File: src/rtl/rect_pix_gen.sv
// Rectangle pixel walker for the 96x64 OLED frame buffer.
// Takes two corners and a colour, then walks the rectangle in row-major order
// and emits one linear pixel index per valid/ready handshake.
module rect_pix_gen #(
  parameter int WIDTH   = 96,
  parameter int HEIGHT  = 64,
  parameter int COLOR_W = 16
) (
  input  logic               clk,
  input  logic               reset,
  input  logic               start,
  input  logic [7:0]         x0,
  input  logic [6:0]         y0,
  input  logic [7:0]         x1,
  input  logic [6:0]         y1,
  input  logic [COLOR_W-1:0] color,
  output logic               busy,
  output logic               pix_valid,
  input  logic               pix_ready,
  output logic [12:0]        pixel_index,
  output logic [COLOR_W-1:0] pix_color,
  output logic               done
);

  typedef enum logic [1:0] {
    IDLE = 2'd0,
    RUN  = 2'd1,
    DONE = 2'd2
  } state_t;

  localparam logic [7:0] XMAX = 8'(WIDTH - 1);
  localparam logic [6:0] YMAX = 7'(HEIGHT - 1);

  // Shift-add form of y*96 + x; the walker never needs a multiplier.
  function automatic logic [12:0] idx_f(input logic [7:0] x, input logic [6:0] y);
    logic [12:0] yw;
    yw = {6'd0, y};
    return (yw << 6) + (yw << 5) + {5'd0, x};
  endfunction

  state_t               state_q, state_d;
  logic [7:0]           xl_q, xl_d, xr_q, xr_d, cur_x_q, cur_x_d;
  logic [6:0]           yb_q, yb_d, cur_y_q, cur_y_d;
  logic [COLOR_W-1:0]   color_q, color_d;
  logic [12:0]          pixel_index_q, pixel_index_d;
  logic                 busy_q, busy_d, pix_valid_q, pix_valid_d, done_q, done_d;

  logic [7:0]           cx0_s, cx1_s, xl_s, xr_s;
  logic [6:0]           cy0_s, cy1_s, yt_s, yb_s;

  // Clamp incoming corners to the screen, then order them.
  always_comb begin
    cx0_s = (x0 > XMAX) ? XMAX : x0;
    cx1_s = (x1 > XMAX) ? XMAX : x1;
    cy0_s = (y0 > YMAX) ? YMAX : y0;
    cy1_s = (y1 > YMAX) ? YMAX : y1;
    xl_s  = (cx0_s < cx1_s) ? cx0_s : cx1_s;
    xr_s  = (cx0_s < cx1_s) ? cx1_s : cx0_s;
    yt_s  = (cy0_s < cy1_s) ? cy0_s : cy1_s;
    yb_s  = (cy0_s < cy1_s) ? cy1_s : cy0_s;
  end

  // Next-state and registered-output computation.
  always_comb begin
    state_d       = state_q;
    xl_d          = xl_q;
    xr_d          = xr_q;
    yb_d          = yb_q;
    cur_x_d       = cur_x_q;
    cur_y_d       = cur_y_q;
    color_d       = color_q;
    pixel_index_d = pixel_index_q;
    busy_d        = busy_q;
    pix_valid_d   = pix_valid_q;
    done_d        = 1'b0;
    case (state_q)
      IDLE: begin
        busy_d      = 1'b0;
        pix_valid_d = 1'b0;
        if (start) begin
          xl_d          = xl_s;
          xr_d          = xr_s;
          yb_d          = yb_s;
          cur_x_d       = xl_s;
          cur_y_d       = yt_s;
          color_d       = color;
          pixel_index_d = idx_f(xl_s, yt_s);
          busy_d        = 1'b1;
          pix_valid_d   = 1'b1;
          state_d       = RUN;
        end else begin
          state_d = IDLE;
        end
      end
      RUN: begin
        if (pix_valid_q && pix_ready) begin
          if (cur_x_q < xr_q) begin
            cur_x_d       = cur_x_q + 8'd1;
            pixel_index_d = idx_f(cur_x_q + 8'd1, cur_y_q);
          end else if (cur_y_q < yb_q) begin
            cur_x_d       = xl_q;
            cur_y_d       = cur_y_q + 7'd1;
            pixel_index_d = idx_f(xl_q, cur_y_q + 7'd1);
          end else begin
            pix_valid_d = 1'b0;
            done_d      = 1'b1;
            state_d     = DONE;
          end
        end else begin
          state_d = RUN;
        end
      end
      DONE: begin
        busy_d      = 1'b0;
        pix_valid_d = 1'b0;
        state_d     = IDLE;
      end
      default: begin
        busy_d      = 1'b0;
        pix_valid_d = 1'b0;
        state_d     = IDLE;
      end
    endcase
  end

  // State and datapath registers.
  always_ff @(posedge clk or posedge reset) begin
    if (reset) begin
      state_q       <= IDLE;
      xl_q          <= 8'd0;
      xr_q          <= 8'd0;
      yb_q          <= 7'd0;
      cur_x_q       <= 8'd0;
      cur_y_q       <= 7'd0;
      color_q       <= '0;
      pixel_index_q <= 13'd0;
      busy_q        <= 1'b0;
      pix_valid_q   <= 1'b0;
      done_q        <= 1'b0;
    end else begin
      state_q       <= state_d;
      xl_q          <= xl_d;
      xr_q          <= xr_d;
      yb_q          <= yb_d;
      cur_x_q       <= cur_x_d;
      cur_y_q       <= cur_y_d;
      color_q       <= color_d;
      pixel_index_q <= pixel_index_d;
      busy_q        <= busy_d;
      pix_valid_q   <= pix_valid_d;
      done_q        <= done_d;
    end
  end

  assign busy        = busy_q;
  assign pix_valid   = pix_valid_q;
  assign pixel_index = pixel_index_q;
  assign pix_color   = color_q;
  assign done        = done_q;

endmodule
File: config.mk
export PLATFORM = sky130hd
export DESIGN_NAME = rect_pix_gen
export DESIGN_NICKNAME = d
export VERILOG_FILES = /design/src/rtl/rect_pix_gen.sv
export SDC_FILE = /design/constraint.sdc
export NUM_CORES = 1
export LEC_CHECK = 0
export BUFFER_PORTS_ARGS = -buffer_cell sky130_fd_sc_hd__buf_2
export CORE_AREA = 3 3 116 90
export DETAILED_ROUTE_END_ITERATION = 6
export DIE_AREA = 0 0 119 93
export PLACE_DENSITY = 0.84
export SKIP_CTS_REPAIR_TIMING = 1
export SYNTH_ARGS = -nofsm -noshare
export SYNTH_HDL_FRONTEND = slang
export SYNTH_SLANG_ARGS = --single-unit
File: constraint.sdc
create_clock -name clk -period 4.2 [get_ports clk]
set_clock_uncertainty 0.2 [all_clocks]
set_input_delay 0.42 -clock clk [delete_from_list [all_inputs] [get_ports clk]]
set_output_delay 0.42 -clock clk [all_outputs]
set_load 0.005 [all_outputs]
==> results of run 1 <==
## worst max path at each step
stage                                       end  slack [ns]  depth (start not counted)
global route        pixel_index[12]$_DFFE_PP0P_       -0.21                         18
detailed placement  pixel_index[12]$_DFFE_PP0P_       -0.49                         18
finish              pixel_index[12]$_DFFE_PP0P_       -0.05                         18
CTS                 pixel_index[12]$_DFFE_PP0P_       -0.18                         18
floorplan           pixel_index[12]$_DFFE_PP0P_       -0.27                         17
global placement    pixel_index[12]$_DFFE_PP0P_       -0.36                         18
## cell usage after synthesis, drive strengths merged, types with 5 or more instances
library cell	count	area, µm²
dfrtp	67	1680
and3	5	31.3
a21o	10	75.1
fa	8	160
mux2i	36	360
nor2	27	104
o21ai	38	201
buf	13	98.8
a21oi	23	130
a211oi	10	87.6
o21a	5	37.5
or2	6	37.5
nand3	8	40.0
nand2b	9	56.3
inv	51	191
nand2	88	330
ha	61	763
and2	8	50.1
xnor2	15	131
mux2	23	267
nor4	5	37.5
or2b	5	37.5
clkbuf	11	41.3
## state kept, by name, summed over array words and instances (netlist names)
name and cells:
xr_q 8, pix_valid 1, xl_q 8, pix_color 16, pixel_index 8, state_q 2
done 1, cur_y_q 7, busy 1, yb_q 7, cur_x_q 8
## report_power, final
part | leakage [nW] | internal (mW) | switching [mW]
combinational | 2.56 | 0.196 | 0.197
sequential | 0.900 | 0.646 | 0
clock | 0.148 | 0.475 | 0.285
total | 3.61 | 1.32 | 0.482
## through the flow
stage / total power, mW / utilization, % / instance area [µm²]
after floorplan: 0.870 / - / 5460
after detailed placement: 1.01 / 66.0 / 6270
final: 1.80 / 70.2 / 6680
after global routing: 1.87 / 70.2 / 6680
after CTS: 1.77 / 69.2 / 6570
after global placement: 0.992 / 66.0 / 6270
## area by class of cell
type | count | share of cell area (%)
clock inverter | 6 | 0.975
tap | 132 | 2.47
inverter | 51 | 2.87
multi-input combinational | 450 | 52.6
clock buffer | 10 | 3.58
timing repair buffer | 134 | 12.4
sequential | 67 | 25.1
## cell families after synthesis
family,after synthesis
xor+xnor,19
buf+inv,75
compound gates,122
other cells,2
fa+ha+maj,69
simple gates,175
mux,59
flops,67
## routing by layer
| metal | wire, µm | share of wire, % |
|---|---|---|
| met2 | 6450 | 47 |
| met1 | 6100 | 45 |
| met5 | 0 | 0 |
| met4 | 193 | 1.4 |
| met3 | 899 | 6.6 |
## placed cells by master (no fill, tap or decap), types with 4 or more instances in the layout
master	n
clkbuf_16	9
o21ai_0	35
fa_1	7
mux2_1	8
ha_1	59
mux2_2	11
buf_6	5
xor2_1	4
dfrtp_1	67
nand2_1	88
and2_1	8
buf_2	78
a211oi_2	4
nand2b_1	9
a21o_1	10
nor2b_1	4
o21a_1	5
mux2i_1	36
nand3_1	8
buf_4	51
or2b_1	5
a21oi_1	17
o211ai_1	4
nor2_1	26
or2_2	6
conb_1	6
xnor2_1	15
mux2_4	4
a211oi_1	4
nor4_1	4
and3_1	5
inv_1	49
==> summary.txt, run 1 <==
Status
  – Outcome: complete, but fails checks
  – Failing checks: setup timing

STA
  – TNS Setup: -0.0463 ns
  – Worst slew pin tran: 1.06 ns
  – RSZ-0062 raised after global routing: yes
  – Max_slew headroom: 29.2%
  – Endpoints failing setup: 1
  – Setup WS post-layout: -0.0463 ns
  – Min cycle time layout: 4.25 ns
  – Final hold slack: 0.0759 ns
  – Final period util: 101%
  – Fin. Hold Viols: 0
  – Final slew viol count: 0
  – Max Clk Rate: 0.235 GHz

Synthesis
  – Ys Warns: 0
  – Mux contribution to synthesized area: 11.6%
  – EDFF count, synth: 0
  – Yosys cell types: 67
  – FFs w/ async S/R, synth: 100%
  – Main combinational cell family by area after synthesis: adder cells
  – Adder-cell share of the synthesized area: 17.1%
  – Mapped cell area: 0.00540 mm²
  – Post-synthesis register bit count: 67
  – Post-Synthesis Cells: 588
  – Mean Syn Cell Area: 9.19 µm²
  – XOR/XNOR Fraction of Synth Area: 3.08%
  – Synth Flop Type: dfrtp_1
  – Seq/Total Area, Yosys: 31.0%
  – Simple-gate area share of the yosys netlist: 15.4%
  – Post-synthesis compound-gate area fraction: 15.6%

Setup path
  – CP Capture Type: register
  – Crit path largest cell delay: 0.50 ns
  – CP max stage cell: fa_1
  – Crit path kind: in -> reg
  – Crit path cell chain: buf_6 > a21oi_4 > or2b_1 > ha_4 > a21oi_4 > nand4b_1 > a211oi_4 > mux2_4 > fa_1 > inv_2 > ha_4 > fa_2 > a211oi_2 > o21bai_1 > a21oi_2 > xnor2_1 > a22o_1 > mux2_4
  – R2R Setup Slk: 0.32 ns
  – Worst reg2reg path depth: 15
  – Data arrival, critical path: 4.26 ns
  – Worst path top cell family by delay: adder cells
  – Max FO, Critical Path: 4
  – Type of origin of the critical path: input pin
  – R2r endpoint: pixel_index[12]$_DFFE_PP0P_
  – Buffer and inverter count on the worst path: 2
  – Setup crit start: x0[5]
  – Required @ worst endpoint: 4.22 ns
  – FF-to-FF Start: cur_x_q[0]$_DFFE_PP0P_

Cells and area
  – Final cell count without fillers: 850
  – Area delta synth->final: 23.5%
  – # fillers: 708
  – Final net count: 832
  – Inserted Diodes: 0
  – Multi-input gate area: 0.00351 mm²
  – FF/Latch Area: 0.00168 mm²
  – Layout cells sized above 1: 27.4%

Floorplan
  – Initial core utilization: 56.9%
  – Die X: 119 µm
  – Die Y: 93 µm
  – Core ar.: 0.00950 mm²
  – Num ports: 82
  – Die Area: 0.0111 mm²
  – # rows: 31

Global routing
  – Routing usage on met2: 42.4%
  – Grt met1 use: 32.6%
  – Most Crowded Layer GR: met2
  – First-pass GRT wire length: 22200 µm
  – Total gr overflow: 0
  – Met3 usage: 4.78%
  – Overall routing resource usage: 24.8%
  – Pin count of the biggest net entering global routing: 60
  – Vias in the first global route: 4738
  – Initial antenna violation count: 0

Clock network
  – Root Buffer: clkbuf_16
  – Clock slew at reported path FFs: 0.06 ns
  – CTS buffer count: 9
  – Worst-skew pair later-pin latency: 0.33 ns
  – # clock sinks: 67
  – CTS max path bufs: 2
  – TritonCTS clock tree: done
  – Clock H-tree levels: 3

Route
  – 1st-iter DRT viols: 234
  – DRT Wirelength: 13600 µm
  – DR WL/cell: 16.0 µm
  – Via density per instance: 5.62
  – DRC viols: 0
  – Post-route antenna net violation count: 0
  – DR pass1 iterations: 6
  – Routed vias: 4774

Run
  – Maxcap violations: 0

Hold path
  – Hold Path Class: in -> async

Placed design
  – Post-DP HPWL: 10500 µm
  – Worst slack at placement: -0.495 ns
  – Gpl congestion: 0.889
  – Port bufs: 81
  – Inst Count DP: 831

Power
  – Leak: 3.61 nW
  – VDD IR max: 0.000194 V
  – PwrDens: 269 mW/mm²
(Power assumes the default switching activity.)
==> inputs of run 2 (changes only) <==
Clock period 4.2 ns to 4.7 ns, I/O delays scaled along.
==> run 2 against run 1 <==
The flow finishes with violations (hold timing). Cell area down 5.5%. Non-clock buffer count down 33. Worst hold slack worse by 0.11 ns. First-iteration DRC count rose by 44%. Flip-flop and latch count unchanged. Via count is 3.4% lower. Critical path depth did not move. Sequential share of layout area rose by 1.5 points. Utilization shrank 3.9 points. Sequential power is 11% lower. Combinational power down 25%. Die area is the same.
==> summary.txt, run 2 (synthesis results as in run 1) <==
Setup path
  – Crit path cell chain: buf_2 > a21oi_4 > or2b_1 > ha_1 > a21oi_2 > nand4b_1 > a211oi_4 > mux2_4 > fa_1 > inv_1 > ha_2 > fa_2 > a211oi_4 > o21bai_1 > a21oi_2 > xnor2_1 > a22o_1 > mux2_1
  – FF-to-FF Start: cur_x_q[0]$_DFFE_PP0P_
  – CP Capture Type: register
  – Data arrival, critical path: 4.57 ns (+0.31 ns)
  – Required @ worst endpoint: 4.71 ns (+0.49 ns)
  – Worst reg2reg path depth: 15 (unchanged)
  – Max FO, Critical Path: 4 (unchanged)
  – R2R Setup Slk: 0.70 ns (+0.38 ns)
  – CP max stage cell: fa_1
  – Crit path kind: in -> reg
  – R2r endpoint: pixel_index[12]$_DFFE_PP0P_
  – Setup crit start: x0[6]
  – Crit path largest cell delay: 0.55 ns (+0.05 ns)
  – Type of origin of the critical path: input pin

Clock network
  – # clock sinks: 67 (unchanged)
  – Root Buffer: clkbuf_16
  – CTS buffer count: 9 (unchanged)
  – Worst-skew pair later-pin latency: 0.33 ns (about the same)
  – Clock H-tree levels: 3 (unchanged)
  – Clock slew at reported path FFs: 0.06 ns (about the same)
  – CTS max path bufs: 2 (unchanged)
  – TritonCTS clock tree: done

Placed design
  – Post-DP HPWL: 10200 µm (-3.0%)
  – Inst Count DP: 797 (-4.1%)
  – Worst slack at placement: -0.175 ns (+0.320 ns)
  – Post-DP Area: 0.00599 mm² (-4.4%)
  – Port bufs: 81 (unchanged)
  – Gpl congestion: 0.890 (+0.17%)

Global routing
  – First-pass GRT wire length: 21400 µm (-3.5%)
  – Initial antenna violation count: 0 (unchanged)
  – Total gr overflow: 0 (unchanged)
  – Pin count of the biggest net entering global routing: 45 (-25%)
  – Overall routing resource usage: 24.0% (-0.73 points)
  – Vias in the first global route: 4561 (-3.7%)

STA
  – Max_slew headroom: 29.4% (+0.18 points)
  – Fin. Hold Viols: 23 (+23)
  – Final hold slack: -0.0358 ns (-0.112 ns)
  – Setup WS post-layout: 0.144 ns (+0.191 ns)
  – Min cycle time layout: 4.56 ns
  – Worst slew pin tran: 1.06 ns (-0.00267 ns)
  – Endpoints failing setup: 0 (-1)
  – Final period util: 96.9%
  – Final slew viol count: 0 (unchanged)
  – Max Clk Rate: 0.220 GHz

Route
  – Post-route antenna net violation count: 0 (unchanged)
  – DR pass1 iterations: 6 (unchanged)
  – 1st-iter DRT viols: 338 (+44%)
  – Routed vias: 4613 (-3.4%)
  – Via density per instance: 5.65 (+0.53%)
  – DR WL/cell: 16.0 µm (-0.35%)
  – DRT Wirelength: 13100 µm (-4.2%)
  – DRC viols: 0 (unchanged)

Cells and area
  – Commonest non-fill, non-tap cell in the layout: nand2_1
  – Inserted Diodes: 0 (unchanged)
  – Final cell count without fillers: 817 (-3.9%)
  – Post-route cell area: 0.00631 mm² (-5.5%)
  – Utilization after layout: 66.4% (-3.9 points)
  – Max reg flops: 16 (unchanged)
  – Layout cells sized above 1: 22.8% (-4.7 points)
  – Final net count: 799 (-4.0%)
  – Area delta synth->final: 16.7%
  – Multi-input gate area: 0.00345 mm² (-1.7%)
  – # fillers: 743 (+4.9%)
  – FF/Latch Area: 0.00168 mm² (unchanged)
  – Commonest non-fill, non-tap cells in the layout: 88 x nand2_1, 81 x buf_2, 67 x dfrtp_1

Power
  – Net Sw Frac: 28.1% (+1.3 points)
  – Leak: 3.41 nW (-5.5%)
  – P_sw: 0.417 mW (-13%)
  – Comb power frac: 19.9% (-1.9 points)
  – VDD IR max: 0.000159 V (-18%)
  – Reg power frac: 38.8% (+2.9 points)
  – Clock power frac: 41.2% (-1.1 points)
  – Internal power: 1.07 mW (-19%)
  – PwrDens: 236 mW/mm² (-13%)

Floorplan
  – Die Area: 0.0111 mm² (unchanged)
  – Core ar.: 0.00950 mm² (unchanged)
  – Die X: 119 µm (unchanged)
  – Num ports: 82 (unchanged)
  – # rows: 31 (unchanged)
  – Die Y: 93 µm (unchanged)
  – Initial core utilization: 56.9% (unchanged)

Status
  – Failing checks: hold timing
  – Outcome: complete, but fails checks

Run
  – Maxcap violations: 0 (unchanged)

Hold path
  – Hold Path Class: in -> async
-- run 2: routing by layer --
layer,global-route usage [%],vias to the layer above,wire length (µm)
li1,-,2230,-
met1,33.3,2218,5980
met2,38.9,146,6110
met3,4.23,19,810
met4,7.04,0,175
met5,0,-,0
-- run 2: per-stage QoR --
| step | power [mW] | TNS, ns |
|---|---|---|
| 2_1_floorplan | 0.772 | 0 |
| 3_3_place_gp | 0.844 | -0.0325 |
| 3_5_place_dp | 0.857 | -0.245 |
| 4_1_cts | 1.47 | 0 |
| 5_1_grt | 1.55 | -0.0286 |
| 6_report | 1.49 | 0 |
-- run 2: worst max path at each step --
| stage | endpoint | slack (ns) | depth (start not counted) |
|---|---|---|---|
| 3_3_place_gp | pixel_index[12]$_DFFE_PP0P_ | -0.03 | 18 |
| 5_1_grt | pixel_index[12]$_DFFE_PP0P_ | -0.03 | 18 |
| 6_report | pixel_index[12]$_DFFE_PP0P_ | 0.14 | 18 |
| 4_1_cts | pixel_index[12]$_DFFE_PP0P_ | 0.14 | 18 |
| 2_1_floorplan | pixel_index[12]$_DFFE_PP0P_ | 0.005 | 17 |
| 3_5_place_dp | pixel_index[12]$_DFFE_PP0P_ | -0.17 | 18 |
-- run 2: power by group through the flow --
stage / Clock [mW] / Sequential, mW / Combinational, mW
2_1_floorplan: 0 / 0.587 / 0.185
3_3_place_gp: 0 / 0.587 / 0.257
3_5_place_dp: 0 / 0.587 / 0.270
4_1_cts: 0.620 / 0.577 / 0.274
5_1_grt: 0.642 / 0.577 / 0.327
6_report: 0.613 / 0.577 / 0.296
-- run 2: area by class of cell --
type	instances	share of cell area, %
multi-input cells	450	54.7
flip-flops and latches	67	26.6
repair buffers	101	8.81
clock buffers	9	3.57
inverters	51	3.04
well taps	132	2.62
clock inverters	7	0.714
-- run 2: critical path, delay by kind of cell --
| family | cells | cell delay [ns] |
|---|---|---|
| adders and majority gates | 4 | 1.44 |
| xor gates and xnor gates | 1 | 0.08 |
| buffers and inverters | 2 | 0.17 |
| AOI/OAI and AO/OA | 7 | 1.33 |
| and+or+nand+nor | 2 | 0.42 |
| muxes | 2 | 0.64 |
==> inputs of run 3 (changes only) <==
Settings changed: RECOVER_POWER from default to 25.
==> run 3 against run 2 <==
The flow finishes with violations (capacitance limit, slew limit). Register-to-register slack about the same. Sequential share of layout area about the same. Cell area about the same. Largest cell class unchanged.
==> summary.txt, run 3 (synthesis results as in run 1) <==
Status
  – Outcome: complete, but fails checks
  – Failing checks: capacitance limit, slew limit

Clock network
  – Root Buffer: clkbuf_16
  – Worst-skew pair later-pin latency: 0.33 ns (about the same)
  – Clock H-tree levels: 3 (unchanged)
  – # clock sinks: 67 (unchanged)
  – CTS buffer count: 9 (unchanged)
  – Clock slew at reported path FFs: 0.06 ns (about the same)
  – CTS max path bufs: 2 (unchanged)
  – TritonCTS clock tree: done

STA
  – Final slew viol count: 45 (+45)
  – Final hold slack: 0.128 ns (+0.164 ns)
  – Worst slew pin tran: 2.36 ns (+1.30 ns)
  – Final period util: 97.0% (about the same)
  – Endpoints failing setup: 0 (unchanged)
  – Min cycle time layout: 4.56 ns (+0.00227 ns)
  – Fin. Hold Viols: 0 (-100%)
  – Max Clk Rate: 0.219 GHz (about the same)
  – Max_slew headroom: -57.0% (-86 points)

Floorplan
  – Num ports: 82 (unchanged)
  – Core ar.: 0.00950 mm² (unchanged)
  – Die Y: 93 µm (unchanged)
  – Initial core utilization: 56.9% (unchanged)
  – Die X: 119 µm (unchanged)
  – Die Area: 0.0111 mm² (unchanged)
  – # rows: 31 (unchanged)

Placed design
  – Port bufs: 81 (unchanged)
  – Gpl congestion: 0.890 (unchanged)
  – Post-DP HPWL: 10200 µm (unchanged)

Setup path
  – CP Capture Type: register
  – FF-to-FF Start: cur_x_q[0]$_DFFE_PP0P_
  – Type of origin of the critical path: input pin
  – Crit path cell chain: buf_2 > a21oi_4 > or2b_1 > ha_1 > a21oi_2 > nand4b_1 > a211oi_4 > mux2_4 > fa_1 > inv_1 > ha_2 > fa_2 > a211oi_4 > o21bai_1 > a21oi_2 > xnor2_1 > a22o_1 > mux2_1
  – Max FO, Critical Path: 4 (unchanged)
  – Setup crit start: x0[6]
  – Crit path largest cell delay: 0.55 ns (about the same)
  – Crit path kind: in -> reg
  – CP max stage cell: fa_1
  – Data arrival, critical path: 4.57 ns (about the same)
  – Required @ worst endpoint: 4.71 ns (about the same)

Route
  – Post-route antenna net violation count: 0 (unchanged)
  – DRT Wirelength: 13100 µm (+0.41%)
  – DR WL/cell: 16.1 µm (+0.41%)
  – Via density per instance: 5.65 (+0.11%)
  – DR pass1 iterations: 5 (-1)
  – 1st-iter DRT viols: 327 (-3.3%)
  – Routed vias: 4618 (+0.11%)
  – DRC viols: 0 (unchanged)

Cells and area
  – Final net count: 799 (unchanged)
  – Inserted Diodes: 0 (unchanged)
  – Max reg flops: 16 (unchanged)
  – Commonest non-fill, non-tap cell in the layout: nand2_1
  – Area delta synth->final: 16.6% (about the same)
  – Layout cells sized above 1: 22.5% (-0.29 points)
  – Utilization after layout: 66.3% (about the same)
  – Commonest non-fill, non-tap cells in the layout: 88 x nand2_1, 81 x buf_2, 67 x dfrtp_1

Power
  – PwrDens: 236 mW/mm² (+0.12%)
  – Leak: 3.41 nW (about the same)
  – VDD IR max: 0.000159 V (+0.13%)

Global routing
  – Overall routing resource usage: 24.0% (unchanged)
  – Vias in the first global route: 4561 (unchanged)
  – First-pass GRT wire length: 21400 µm (unchanged)
  – Initial antenna violation count: 0 (unchanged)
  – Pin count of the biggest net entering global routing: 45 (unchanged)
  – Total gr overflow: 0 (unchanged)

Hold path
  – Hold Path Class: in -> async

Run
  – Maxcap violations: 1 (+1)
-- run 3: cell count changes in the layout (fill, tap and decap cells not counted), sizes merged --
cell	change
clkbuf	+1
buf	-1
-- run 3: layout make-up --
cell class,instances,area [µm²]
Multi-Input combinational cell,450,3450
Fill cell,745,3200
Sequential cell,67,1680
Timing Repair Buffer,101,552
Clock buffer,9,225
Inverter,51,191
Tap cell,132,165
Clock inverter,7,45.0
-- run 3: power breakdown --
part           switching, mW  internal [mW]
registers                  0          0.577
clock network          0.261          0.353
logic                  0.158          0.137
total                  0.419           1.07
-- run 3: per-layer routing --
layer  wire, µm  vias up  share of wire [%]  global-route usage (%)
met2       6090      162                 46                    38.9
li1           -     2228                  -                       -
met1       6000     2210                 46                    33.3
met3        855       18                6.5                    4.23
met5          0        -                  0                       0
met4        174        0                1.3                    7.04
-- run 3: path summary, 6_finish.rpt --
check	to	slack (ns)	cells past startpoint
max	pixel_index[12]$_DFFE_PP0P_	0.14	18
min	pix_color[5]$_DFFE_PP0P_	0.13	2
max reg2reg	pixel_index[12]$_DFFE_PP0P_	0.69	15
min reg2reg	busy$_DFFE_PP0N_	0.27	2
max in group asynchronous	yb_q[2]$_DFFE_PP0P_	1.46	3
min in group clk	pix_color[14]$_DFFE_PP0P_	0.13	3
-- run 3: per-stage QoR --
stage	setup WS, ns	TNS [ns]	instance area (µm²)	cells	total power [mW]
2_1_floorplan	0.00482	0	5440	592	0.772
3_3_place_gp	-0.0325	-0.0325	5990	797	0.844
3_5_place_dp	-0.175	-0.245	5990	797	0.857
4_1_cts	0.143	0	6260	813	1.47
5_1_grt	-0.0286	-0.0286	6300	817	1.55
6_report	0.142	0	6300	817	1.49
-- run 3: worst max-delay path: cells and delay by family --
family	cells	cell delay (ns)
AO/OA/AOI/OAI	7	1.33
XOR/XNOR	1	0.08
adder cells (fa/ha/maj)	4	1.44
buffers and inverters	2	0.17
multiplexers	2	0.64
AND/OR/NAND/NOR	2	0.42
